===== src/rtl/mc_ctrl_if.sv =====
// Unified memory port between the multi-cycle controller and shared memory.
interface mc_ctrl_if;
  logic mem_req;
  logic mem_we;
  logic IorD;
  logic mem_ready;

  modport master (output mem_req, output mem_we, output IorD, input mem_ready);
  modport slave  (input mem_req, input mem_we, input IorD, output mem_ready);
endinterface


===== src/rtl/mc_ctrl.sv =====
// Multi-cycle MIPS control unit: FETCH/DECODE/EXEC/MEM/WB sequencing over a
// shared memory port, with illegal-opcode trap, memory-wait timeout and a
// retired-instruction counter.
// Optional: define MC_CTRL_LINK_EN to add JAL/JALR and the link_sel output.
module mc_ctrl #(
  parameter int MEM_TIMEOUT = 16,
  parameter int TO_W        = 8,
  parameter int CNT_W       = 32
) (
  input  logic             clk,
  input  logic             rst,
  input  logic [5:0]       op,
  input  logic [5:0]       funct,
  input  logic             equal,
  mc_ctrl_if.master        mem,
  output logic             IRWr,
  output logic             PCWr,
  output logic [2:0]       PCSrc,
  output logic             RegDst,
  output logic             RegWr,
  output logic             ExtOp,
  output logic             ALUSrc,
  output logic [5:0]       ALUCtr,
  output logic             MemtoReg,
  output logic [2:0]       state,
  output logic             exc,
  output logic [1:0]       exc_code,
  output logic             retire,
  output logic [CNT_W-1:0] instret
`ifdef MC_CTRL_LINK_EN
  ,
  output logic             link_sel
`endif
);

  typedef enum logic [2:0] {
    S_FETCH  = 3'd0,
    S_DECODE = 3'd1,
    S_EXEC   = 3'd2,
    S_MEM    = 3'd3,
    S_WB     = 3'd4,
    S_ERR    = 3'd7
  } state_t;

  localparam logic [TO_W-1:0] TO_LAST = TO_W'(MEM_TIMEOUT - 1);

  state_t           state_q, state_d;
  logic [TO_W-1:0]  wait_q, wait_d;
  logic             exc_q;
  logic [1:0]       code_q, code_d;
  logic [CNT_W-1:0] instret_q;

  logic is_r, is_jr, is_j, is_lw, is_sw, is_beq, is_bne, is_ialu, legal;
  logic mem_req_c, mem_we_c, irwr_c, pcwr_c, regwr_c, retire_c, to_hit;
`ifdef MC_CTRL_LINK_EN
  logic is_jal, is_jalr, link_c;
`endif

  // Instruction classification from the IR opcode/function fields.
  always_comb begin
    is_r    = (op == 6'b000000);
    is_jr   = is_r && (funct == 6'b001000);
    is_j    = (op == 6'b000010);
    is_lw   = (op == 6'b100011);
    is_sw   = (op == 6'b101011);
    is_beq  = (op == 6'b000100);
    is_bne  = (op == 6'b000101);
    is_ialu = (op >= 6'b001000) && (op <= 6'b001110);
    legal   = is_j || is_lw || is_sw || is_beq || is_bne || is_ialu;
    if (is_r) begin
      case (funct)
        6'b100000, 6'b100001, 6'b100010, 6'b100011, 6'b101010, 6'b101011,
        6'b100100, 6'b100101, 6'b100110, 6'b100111, 6'b000000, 6'b000010,
        6'b000011, 6'b000100, 6'b000110, 6'b000111, 6'b001000: legal = 1'b1;
        default: legal = 1'b0;
      endcase
    end
`ifdef MC_CTRL_LINK_EN
    is_jal  = (op == 6'b000011);
    is_jalr = is_r && (funct == 6'b001001);
    if (is_jal || is_jalr) legal = 1'b1;
`endif
  end

  assign to_hit = (MEM_TIMEOUT != 0) && (wait_q == TO_LAST);

  // Next-state and control decode for the current state.
  always_comb begin
    state_d   = state_q;
    wait_d    = '0;
    code_d    = code_q;
    mem_req_c = 1'b0;
    mem_we_c  = 1'b0;
    mem.IorD  = 1'b0;
    irwr_c    = 1'b0;
    pcwr_c    = 1'b0;
    PCSrc     = 3'b000;
    RegDst    = 1'b0;
    regwr_c   = 1'b0;
    ExtOp     = 1'b0;
    ALUSrc    = 1'b0;
    ALUCtr    = '1;
    MemtoReg  = 1'b0;
    retire_c  = 1'b0;
`ifdef MC_CTRL_LINK_EN
    link_c    = 1'b0;
`endif
    case (state_q)
      S_FETCH: begin
        mem_req_c = 1'b1;
        if (mem.mem_ready) begin
          irwr_c  = 1'b1;
          pcwr_c  = 1'b1;
          state_d = S_DECODE;
        end else if (to_hit) begin
          state_d = S_ERR;
          code_d  = 2'b10;
        end else begin
          wait_d = wait_q + 1'b1;
        end
      end
      S_DECODE: begin
        if (!legal) begin
          state_d = S_ERR;
          code_d  = 2'b01;
        end else if (is_j) begin
          pcwr_c   = 1'b1;
          PCSrc    = 3'b100;
          retire_c = 1'b1;
          state_d  = S_FETCH;
`ifdef MC_CTRL_LINK_EN
        end else if (is_jal) begin
          pcwr_c  = 1'b1;
          PCSrc   = 3'b100;
          state_d = S_WB;
`endif
        end else begin
          state_d = S_EXEC;
        end
      end
      S_EXEC: begin
        if (is_r)                ALUCtr = funct;
        else if (is_ialu)        ALUCtr = op;
        else if (is_lw || is_sw) ALUCtr = 6'b100000;
        else                     ALUCtr = 6'b100010;
        ExtOp  = (op == 6'b001000) || (op == 6'b001010) || is_lw || is_sw
                 || is_beq || is_bne;
        ALUSrc = is_ialu || is_lw || is_sw;
        state_d = S_WB;
        if (is_jr) begin
          pcwr_c   = 1'b1;
          PCSrc    = 3'b001;
          retire_c = 1'b1;
          state_d  = S_FETCH;
        end else if (is_beq) begin
          pcwr_c   = equal;
          PCSrc    = 3'b010;
          retire_c = 1'b1;
          state_d  = S_FETCH;
        end else if (is_bne) begin
          pcwr_c   = !equal;
          PCSrc    = 3'b011;
          retire_c = 1'b1;
          state_d  = S_FETCH;
        end else if (is_lw || is_sw) begin
          state_d = S_MEM;
`ifdef MC_CTRL_LINK_EN
        end else if (is_jalr) begin
          pcwr_c = 1'b1;
          PCSrc  = 3'b001;
`endif
        end
      end
      S_MEM: begin
        mem_req_c = 1'b1;
        mem.IorD  = 1'b1;
        mem_we_c  = is_sw;
        if (mem.mem_ready) begin
          retire_c = is_sw;
          state_d  = is_sw ? S_FETCH : S_WB;
        end else if (to_hit) begin
          state_d = S_ERR;
          code_d  = 2'b10;
        end else begin
          wait_d = wait_q + 1'b1;
        end
      end
      S_WB: begin
        regwr_c  = 1'b1;
        RegDst   = is_r;
        MemtoReg = is_lw;
        retire_c = 1'b1;
        state_d  = S_FETCH;
`ifdef MC_CTRL_LINK_EN
        link_c   = is_jal || is_jalr;
`endif
      end
      S_ERR:   state_d = S_ERR;
      default: state_d = S_ERR;
    endcase
  end

  // Strobes are suppressed combinationally while reset is held.
  assign mem.mem_req = mem_req_c & ~rst;
  assign mem.mem_we  = mem_we_c  & ~rst;
  assign IRWr        = irwr_c    & ~rst;
  assign PCWr        = pcwr_c    & ~rst;
  assign RegWr       = regwr_c   & ~rst;
  assign retire      = retire_c  & ~rst;
`ifdef MC_CTRL_LINK_EN
  assign link_sel    = link_c;
`endif
  assign state    = state_q;
  assign exc      = exc_q;
  assign exc_code = code_q;
  assign instret  = instret_q;

  // State, wait counter, exception status and retire counter registers.
  always_ff @(posedge clk) begin
    if (rst) begin
      state_q   <= S_FETCH;
      wait_q    <= '0;
      exc_q     <= 1'b0;
      code_q    <= 2'b00;
      instret_q <= '0;
    end else begin
      state_q <= state_d;
      wait_q  <= wait_d;
      exc_q   <= (state_d == S_ERR);
      code_q  <= code_d;
      if (retire) instret_q <= instret_q + CNT_W'(1);
    end
  end

endmodule


===== src/flat_wrapper.sv =====
// flat-port wrapper written by rule: the top's interface ports become plain ports
module mc_ctrl_flat 
#(
  parameter int MEM_TIMEOUT = 16,
  parameter int TO_W        = 8,
  parameter int CNT_W       = 32
)
  (clk, rst, op, funct, equal, IRWr, PCWr, PCSrc, RegDst, RegWr, ExtOp, ALUSrc, ALUCtr, MemtoReg, state, exc, exc_code, retire, instret, mem_mem_req, mem_mem_we, mem_IorD, mem_mem_ready);
  mc_ctrl_if mem_i ();
  input  logic clk;
  input  logic rst;
  input  logic [5:0] op;
  input  logic [5:0] funct;
  input  logic equal;
  output logic IRWr;
  output logic PCWr;
  output logic [2:0] PCSrc;
  output logic RegDst;
  output logic RegWr;
  output logic ExtOp;
  output logic ALUSrc;
  output logic [5:0] ALUCtr;
  output logic MemtoReg;
  output logic [2:0] state;
  output logic exc;
  output logic [1:0] exc_code;
  output logic retire;
  output logic [CNT_W-1:0] instret;
  output wire logic [$bits(mem_i.mem_req)-1:0] mem_mem_req;
  output wire logic [$bits(mem_i.mem_we)-1:0] mem_mem_we;
  output wire logic [$bits(mem_i.IorD)-1:0] mem_IorD;
  input wire logic [$bits(mem_i.mem_ready)-1:0] mem_mem_ready;
  assign mem_mem_req = mem_i.mem_req;
  assign mem_mem_we = mem_i.mem_we;
  assign mem_IorD = mem_i.IorD;
  assign mem_i.mem_ready = mem_mem_ready;
  mc_ctrl #(.MEM_TIMEOUT(MEM_TIMEOUT), .TO_W(TO_W), .CNT_W(CNT_W)) u_core (.clk(clk), .rst(rst), .op(op), .funct(funct), .equal(equal), .mem(mem_i), .IRWr(IRWr), .PCWr(PCWr), .PCSrc(PCSrc), .RegDst(RegDst), .RegWr(RegWr), .ExtOp(ExtOp), .ALUSrc(ALUSrc), .ALUCtr(ALUCtr), .MemtoReg(MemtoReg), .state(state), .exc(exc), .exc_code(exc_code), .retire(retire), .instret(instret));
endmodule

===== config.mk =====
export PLATFORM = sky130hd
export DESIGN_NAME = mc_ctrl_flat
export DESIGN_NICKNAME = d
export VERILOG_FILES = /design/src/rtl/mc_ctrl_if.sv /design/src/rtl/mc_ctrl.sv /design/src/flat_wrapper.sv
export SDC_FILE = /design/constraint.sdc
export NUM_CORES = 1
export LEC_CHECK = 0
export CAP_MARGIN = 10
export CORE_MARGIN = 1.5
export CORE_UTILIZATION = 35
export CTS_BUF_LIST = sky130_fd_sc_hd__clkbuf_8
export DETAILED_ROUTE_END_ITERATION = 10
export REMOVE_ABC_BUFFERS = 1
export SYNTH_ARGS = -nofsm -noshare
export SYNTH_HDL_FRONTEND = slang
export SYNTH_SLANG_ARGS = --single-unit

===== constraint.sdc =====
create_clock -name clk -period 12.3 [get_ports clk]
set_input_delay 3.69 -clock clk [delete_from_list [all_inputs] [get_ports clk]]
set_output_delay 3.69 -clock clk [all_outputs]
set_load 0.1 [all_outputs]

==> results of run 1 <==
layer usage:
layer / part of all wire / vias to the layer above / routed length [um]
met5: 0 / - / 0
li1: - / 1483 / -
met4: 0.014 / 0 / 105
met1: 0.49 / 1388 / 3740
met3: 0.040 / 10 / 303
met2: 0.45 / 65 / 3440
where the power goes:
part | leakage, nW | switching [mW] | internal, mW | total (mW)
Clock | 0.0607 | 0.0526 | 0.0593 | 0.112
Combinational | 0.899 | 0.177 | 0.0603 | 0.238
Sequential | 0.372 | 0.0188 | 0.157 | 0.176
Total | 1.33 | 0.249 | 0.277 | 0.525
area by class of cell:
cell class | instances | area, um2
flip-flops and latches | 46 | 921
clock inverters | 3 | 37.5
well taps | 105 | 131
inverters | 4 | 15.0
multi-input cells | 306 | 1950
repair buffers | 76 | 748
clock buffers | 5 | 68.8
fillers | 832 | 4390
through the flow:
stage / utilization / hold slack, ns
5_1_grt: 0.469 / 0.491
4_1_cts: 0.469 / 0.464
6_report: 0.469 / 0.461
3_3_place_gp: 0.456 / 0.443
2_1_floorplan: - / 0.426
3_5_place_dp: 0.456 / 0.451
Yosys cell counts, types with 2 or more instances:
library cell / instances
a2111oi_1: 4
a211oi_1: 7
a21boi_0: 2
a21oi_1: 30
a221o_1: 2
and3_1: 6
buf_1: 3
buf_2: 4
buf_6: 2
clkbuf_1: 18
dfxtp_1: 46
ha_1: 2
inv_1: 4
mux2_2: 29
nand2_1: 29
nand2b_1: 5
nand3_1: 16
nand4_1: 19
nor2_1: 57
nor2b_1: 34
nor3_1: 9
nor4_1: 5
o21a_1: 2
o21ai_0: 6
or2_2: 3
or3_1: 2
or3b_2: 2
xnor2_1: 2
xor2_1: 6
flip-flops by register name, indices dropped and copies added (netlist names):
name             cells
u_core.state         3
u_core.instret      32
u_core.wait_q        8
u_core.exc_code      2
u_core.exc           1
worst max-delay path: cells and delay by family:
kind                   cells  cell delay, ns
and+or+nand+nor            3            1.50
AOI/OAI and AO/OA          2            0.31
buffers and inverters      2            1.70
path summary, 6_finish.rpt:
path / start / end / slack, ns / cells after the start
hold reg to reg: u_core.exc_code[0] / u_core.exc_code[0] / 0.46 / 2
setup / recovery: op[4] / PCWr / 1.40 / 7
hold / removal: u_core.exc_code[0] / u_core.exc_code[0] / 0.46 / 2
setup reg to reg: u_core.instret[3] / u_core.instret[28] / 9.21 / 5
cell families (layout without fill, tap and decap cells):
logic type,Yosys count,after routing,synth area share
mux,31,31,0.116
fa+ha+maj,2,2,0.00834
compound gates,68,68,0.157
xor+xnor,8,8,0.0233
buf+inv,31,88,0.0454
simple gates,197,197,0.343
flops,46,46,0.307
==> metrics.md, run 1 <==
| Metric | Value |
|---|---|
| Global Route met1 Usage | 0.233 |
| Synth area leader | dfxtp_1 |
| Root Driver | clkbuf_8 |
| Std-Cell Rows | 33 |
| Predominant post-synthesis flop cell | dfxtp_1 |
| Ports | 74 |
| Slowest Stage Delay on Critical Path | 1.12 ns |
| Clk sinks | 46 |
| DRC | 0 |
| Minimum clock period | roughly 11 ns |
| Mean area per synthesized cell | about 7.8 um2 |
| Routed WL per cell | 13.9 um |
| NumNets Final | ~460 |
| Top cells by area, synth | dfxtp_1, mux2_2, nor2_1 |
| Maximum clock frequency | approximately 92 MHz |
| Max clock buf depth | 2 |
| Final instance area | 3870 um2 |
| GRT Total Usage | 0.166 |
| CTS tree | done |
| Vias/cell | around 5.4 |
| DR iter-0 viols | roughly 160 |
| Cts bufs inserted | 5 |
| Die X | 95.6 um |
| Synth Register Bits | between 40 and 50 |
| Cell area after synthesis | 3000 um2 |
| Slew headroom | 0.202 |
| Max Cap Viol | 0 |
| Initial Util | 0.363 |
| Critical path launch point type | input pin |
| Slew @ Worst Pin | 1.19 ns |
| Routed wire length | about 7.6 mm |
| Setup_tns | 0 ns |
| Post-CTS Setup Repair Bufs | 0 |
| HP Class | reg2reg |
| Critical Path, Cell by Cell | clkdlybuf4s50_1 > or4_4 > nor3_1 > or4b_2 > a21oi_1 > o21a_1 > clkdlybuf4s50_1 |
| Critical path arrival | 7.21 ns |
| Crit. End Element | output pin |
| Netlist cell types | 56 |
| Power per cell area | roughly 140 nW/um2 |
| Pleak | 1.33 nW |
| Vias | between 2000 and 3000 |
| Total power | 0.525 mW |
| Layout cells sized above 1 | 0.116 |
| Post-CTS sizing | 0 |
| Cell mode on critical path | clkdlybuf4s50_1 |
| Final hold violations | 0 |
| ANT nets after route | 0 |
| H-tree levels | 2 |
| YS warnings | 0 |
| Grt ovf | 0 |
| Number of antenna violations at the first check in global routing | 0 |
| Most frequent cells in the layout | clkdlybuf4s50_1, nor2_1, dfxtp_1, nor2b_1, a21oi_1 |
| Busiest layer in global routing | met2 |
| PnR worst setup slack | 1.40 ns |
| Tcrit/Tclk final | 0.887 |
| Slowest CP cell | clkdlybuf4s50_1 |
| Sequential element share of the synthesized area | 0.307 |
| Clock latency on the worst-skew pair | 0.30 ns |
| Number of flops mapped to enable cells by yosys | 0 |
| Slew Limit Fails | 0 |
| Kind of critical path | in2out |
| Core area | 8260 um2 |
| Status | completed |
| Placed Area | ~3800 um2 |
| Area share of the largest cell type after synthesis | 0.307 |
| Critical Path RT | 8.61 ns |
| Maximum fanout along the worst path | 9 |
| HPWL Detailed | ~5.3 mm |
| Commonest non-fill, non-tap cell in the layout | clkdlybuf4s50_1 |
| First-pass GRT wire length | roughly 12 mm |
| M3 GR Usage | 0.0287 |
| Pre-antenna DRT Iters | 4 |
| RSZ-0062 raised after global routing | no |
| IR drop worst, VDD | ~0.00008 V |
| Asr flop ratio synth | 0 |
| I/O Buffers | 73 |
| Clock skew | approximately 0.0064 ns |
| Largest net degree at the start of global routing | 52 |
| Number of global-route vias before repair | 2509 |
| Die area | 9140 um2 |
| Final setup fails | 0 |
| Clock transition at path regs | 0.08 ns |
| Gpl congestion | 0.809 |
| Met2 Usage GRT | 0.258 |
| Post-CTS Hold Fix Bufs | 0 |
| Inst Count DP | 537 |
| Ant. Diodes | 0 |
| Syn-to-layout area delta | 29.0% |
| Post-Place Worst Slack | 1.40 ns |
| Post-Synthesis Cells | 383 |
| Die Height | ~96 um |
| Final Non-Filler Cells | 545 |
Note: power is estimated with default switching activity, not from simulation.
==> run 2, diff against run 1 <==
--- a/config.mk
+++ b/config.mk
@@ -10,6 +10,7 @@
 export CORE_UTILIZATION = 35
 export CTS_BUF_LIST = sky130_fd_sc_hd__clkbuf_8
 export DETAILED_ROUTE_END_ITERATION = 10
+export HOLD_SLACK_MARGIN = 0.02
 export REMOVE_ABC_BUFFERS = 1
 export SYNTH_ARGS = -nofsm -noshare
 export SYNTH_HDL_FRONTEND = slang
==> constraint.sdc (replaced) <==
create_clock -name clk -period 8.8 [get_ports clk]
set_input_delay 2.64 -clock clk [delete_from_list [all_inputs] [get_ports clk]]
set_output_delay 2.64 -clock clk [all_outputs]
set_load 0.1 [all_outputs]
==> metrics.md, run 2 (synthesis gave the netlist of run 1 again) <==
| Metric | Value |
|---|---|
| Syn-to-layout area delta | 27.9% |
| PnR worst setup slack | 0.880 ns |
| Slew headroom | 0.230 |
| Critical path arrival | 5.28 ns |
| Post-layout util | 0.465 |
| Post-CTS Setup Repair Bufs | 0 |
| Root Driver | clkbuf_8 |
| Met3 WL post-DR | around 350 um |
| Status | completed |
| Gpl congestion | 0.798 |
| Die Height | 95.6 um |
| HP Class | reg2reg |
| Slew @ Worst Pin | about 1.1 ns |
| Post-CTS sizing | 0 |
| Critical path launch point type | input pin |
| Kind of critical path | in2out |
| Final hold violations | 0 |
| Worst reg2reg path depth | 5 |
| Maximum clock frequency | 126 MHz |
| Ant. Diodes | 0 |
| Cts bufs inserted | 5 |
| Max clock buf depth | 2 |
| Minimum clock period | approximately 8 ns |
| Pleak | 1.35 nW |
| Initial Util | 0.363 |
| Critical Path RT | between 6 and 7 ns |
| H-tree levels | 2 |
| Most frequent cells in the layout | nor2_1, clkdlybuf4s50_1, dfxtp_1, nor2b_1, a21oi_1 |
| Routed WL per cell | 14.1 um |
| Die X | 95.6 um |
| Clock skew | 0.0122 ns |
| Largest net degree at the start of global routing | between 60 and 70 |
| Ports | 74 |
| Clock transition at path regs | 0.08 ns |
| Post-CTS Hold Fix Bufs | 0 |
| GRT Total Usage | 0.170 |
| Top Metal Used | met4 |
| Vias | 2897 |
| Post-Place Worst Slack | 0.866 ns |
| NumNets Final | about 460 |
| CTS tree | done |
| Vias/cell | 5.33 |
| WHS Path Cells | 2 |
| Grt ovf | 0 |
| Setup_tns | 0 ns |
| DR iter-0 viols | approximately 170 |
| Maximum fanout along the worst path | 9 |
| Power per cell area | 193 nW/um2 |
| Core area | roughly 8300 um2 |
| I/O Buffers | 73 |
| IR drop worst, VDD | roughly 0.00012 V |
| Pre-antenna DRT Iters | 4 |
| Slew Limit Fails | 0 |
| Tcrit/Tclk final | 0.900 |
| Commonest non-fill, non-tap cell in the layout | nor2_1 |
| First-pass GRT wire length | 12.4 mm |
| RSZ-0062 raised after global routing | no |
| Layout cells sized above 1 | 0.155 |
| HPWL Detailed | 5.35 mm |
| Die area | roughly 9000 um2 |
| Final setup fails | 0 |
| Max Cap Viol | 0 |
| DRC | 0 |
| Max reg flops | 32 |
| Clock latency on the worst-skew pair | 0.30 ns |
| Clk sinks | 46 |
| Crit. End Element | output pin |
| ANT nets after route | 0 |
| Wire length on met2 | around 3.6 mm |
| DRT met1 WL | 3.68 mm |
| Number of global-route vias before repair | between 2000 and 3000 |
| Number of antenna violations at the first check in global routing | 0 |
| Std-Cell Rows | 33 |
| Routed wire length | 7.69 mm |
run 2: changes by cell type in the layout (fill, tap and decap cells not counted), sizes merged:
cell           delta
buf              +16
clkbuf            +1
inv               -2
clkdlybuf4s50    -16
run 2: path summary, 6_finish.rpt:
check / to / slack (ns) / from
worst max-delay path: PCWr / 0.88 / op[4]
worst min-delay path: u_core.exc_code[0] / 0.46 / u_core.exc_code[0]
worst max register to register: u_core.instret[28] / 5.67 / u_core.instret[3]
worst min register to register: u_core.exc_code[0] / 0.46 / u_core.exc_code[0]
run 2: final cells by class:
| type | count | area [um2] |
|---|---|---|
| clock buffer | 6 | 82.6 |
| timing repair buffer | 76 | 708 |
| multi-input combinational | 306 | 1950 |
| sequential | 46 | 921 |
| clock inverter | 1 | 30.0 |
| inverter | 4 | 15.0 |
| fill | 841 | 4420 |
| tap | 105 | 131 |
run 2: metrics by stage:
step,hold WS [ns],cells,power (mW),area [um2]
after global routing,0.484,544,0.772,3840
after detailed placement,0.454,537,0.581,3730
after global placement,0.444,537,0.580,3730
final,0.460,544,0.741,3840
after CTS,0.467,544,0.746,3840
after floorplan,0.426,356,0.496,2880
run 2: power by group:
group,total [mW],switching (mW),internal [mW]
logic,0.330,0.249,0.0814
registers,0.247,0.0272,0.220
clock network,0.164,0.0732,0.0910
run 2: layer usage:
layer	GRT usage	vias up
li1	-	1479
met5	0	-
met4	0.0478	0
met3	0.0295	6
met2	0.254	61
met1	0.249	1351
run 2: critical path: stages:
cell	delay, ns
clkdlybuf4s50_1	0.56
or4_4	0.61
nor3_1	0.23
or4b_2	0.64
a21oi_1	0.17
o21a_1	0.14
buf_4	0.28
==> run 3, diff against run 2 <==
--- a/config.mk
+++ b/config.mk
@@ -11,7 +11,7 @@
 export CTS_BUF_LIST = sky130_fd_sc_hd__clkbuf_8
 export DETAILED_ROUTE_END_ITERATION = 10
 export HOLD_SLACK_MARGIN = 0.02
-export REMOVE_ABC_BUFFERS = 1
+export PLACE_DENSITY_LB_ADDON = 0.2
 export SYNTH_ARGS = -nofsm -noshare
 export SYNTH_HDL_FRONTEND = slang
 export SYNTH_SLANG_ARGS = --single-unit
==> metrics.md, run 3 (synthesis gave the netlist of run 1 again) <==
| Metric | Value |
|---|---|
| Inst Count DP | 538 |
| Cts bufs inserted | 5 |
| Max Cap Viol | 0 |
| Slew @ Worst Pin | 1.02 ns |
| R2R Setup Slk | 6.12 ns |
| Final setup fails | 0 |
| CTS tree | done |
| I/O Buffers | 73 |
| Placed Area | 3730 um2 |
| PnR worst setup slack | 0.798 ns |
| Routed WL per cell | 14.4 um |
| Critical Path RT | just over 6 ns |
| Routed wire length | 7.84 mm |
| Die Height | 95.6 um |
| Ports | 74 |
| Final Hold Slack | 0.474 ns |
| Clock skew | 0.00740 ns |
| HP Class | reg2reg |
| Hold EP | u_core.wait_q[0] |
| Kind of critical path | in2out |
| Ant. Diodes | 0 |
| GRT Total Usage | 0.170 |
| Total power | approximately 0.72 mW |
| Final hold violations | 0 |
| Syn-to-layout area delta | 27.3% |
| Max reg flops | 32 |
| Post-CTS sizing | 0 |
| Die X | about 96 um |
| WHS Path Cells | 1 |
| Pre-antenna DRT Iters | 4 |
| Number of antenna violations at the first check in global routing | 0 |
| ANT nets after route | 0 |
| First-pass GRT wire length | 12.6 mm |
| Commonest non-fill, non-tap cell in the layout | nor2_1 |
| DR iter-0 viols | between 150 and 200 |
| Tcrit/Tclk final | 0.909 |
| Clock latency on the worst-skew pair | 0.30 ns |
| Most frequent cells in the layout | nor2_1, clkdlybuf4s50_1, dfxtp_1, nor2b_1, a21oi_1 |
| Met2 Usage GRT | 0.278 |
| Setup_tns | 0 ns |
| Final Non-Filler Cells | approximately 550 |
| Worst reg2reg path depth | 6 |
| IR drop worst, VDD | 0.0000908 V |
| Post-CTS Setup Repair Bufs | 0 |
| H-tree levels | 2 |
| Pleak | 1.34 nW |
| Number of global-route vias before repair | 2706 |
| Core area | 8260 um2 |
| Slew Limit Fails | 0 |
| Syn Nets | approximately 400 |
| Grt ovf | 0 |
| Layout cells sized above 1 | 0.156 |
| Gpl congestion | 0.850 |
| Minimum clock period | ~8 ns |
| RSZ-0062 raised after global routing | no |
| Max clock buf depth | 2 |
| Hold Path Origin | u_core.wait_q[0] |
| Slew headroom | 0.317 |
| Post-layout util | 0.463 |
| Vias/cell | 5.40 |
| Status | completed |
| Root Driver | clkbuf_8 |
| Critical path launch point type | input pin |
| Initial Util | 0.363 |
| Post-Place Worst Slack | 0.792 ns |
| Vias | between 2000 and 3000 |
| Final instance area | 3820 um2 |
| Global Route met1 Usage | 0.229 |
| NumNets Final | around 460 |
| Crit. End Element | output pin |
| Maximum fanout along the worst path | 11 |
| Die area | 9140 um2 |
| Post-CTS Hold Fix Bufs | 0 |
| HPWL Detailed | 5.54 mm |
| Clock transition at path regs | 0.09 ns |
| Largest net degree at the start of global routing | 70 |
| Maximum clock frequency | approximately 120 MHz |
| Busiest layer in global routing | met2 |
| Reg2reg start | u_core.state[1] |
| DRC | 0 |
| Std-Cell Rows | 33 |
| Critical path arrival | 5.36 ns |
| M3 GR Usage | 0.0231 |
| Clk sinks | 46 |
| FF-to-FF End | u_core.instret[8] |
| Power per cell area | 188 nW/um2 |
run 3: changes by cell type in the layout (fill, tap and decap cells not counted), sizes merged:
| cell | previous run | this run |
|---|---|---|
| bufinv | 1 | 0 |
| clkinvlp | 0 | 1 |
| buf | 20 | 21 |
| clkinv | 0 | 1 |
run 3: layout make-up:
class,count,area [um2]
clock inverters,2,12.5
flip-flops and latches,46,921
multi-input cells,306,1940
repair buffers,77,716
clock buffers,6,82.6
well taps,105,131
fillers,836,4440
inverters,4,15.0
run 3: critical path, stage by stage:
cell	delay [ns]
clkdlybuf4s50_1	0.59
or4_4	0.60
nor3_1	0.26
or4b_2	0.64
a21oi_1	0.20
o21a_1	0.15
buf_4	0.28
run 3: metal layers:
metal / wire (um) / part of all wire
met4: 125 / 0.016
met5: 0 / 0
met3: 352 / 0.045
met1: 3800 / 0.49
met2: 3560 / 0.45
run 3: worst max path at each step:
stage / start / endpoint / slack [ns] / cells past startpoint
2_1_floorplan: op[2] / mem_mem_we / 0.13 / 4
3_3_place_gp: op[3] / PCWr / 0.91 / 7
3_5_place_dp: op[4] / PCWr / 0.79 / 7
4_1_cts: op[3] / PCWr / 0.79 / 7
5_1_grt: op[4] / PCWr / 0.65 / 7
6_report: op[3] / PCWr / 0.80 / 7
run 3: report_power, final:
group | leakage (nW) | switching [mW] | internal [mW]
clock | 0.0472 | 0.0754 | 0.0633
sequential | 0.372 | 0.0266 | 0.220
combinational | 0.924 | 0.251 | 0.0816
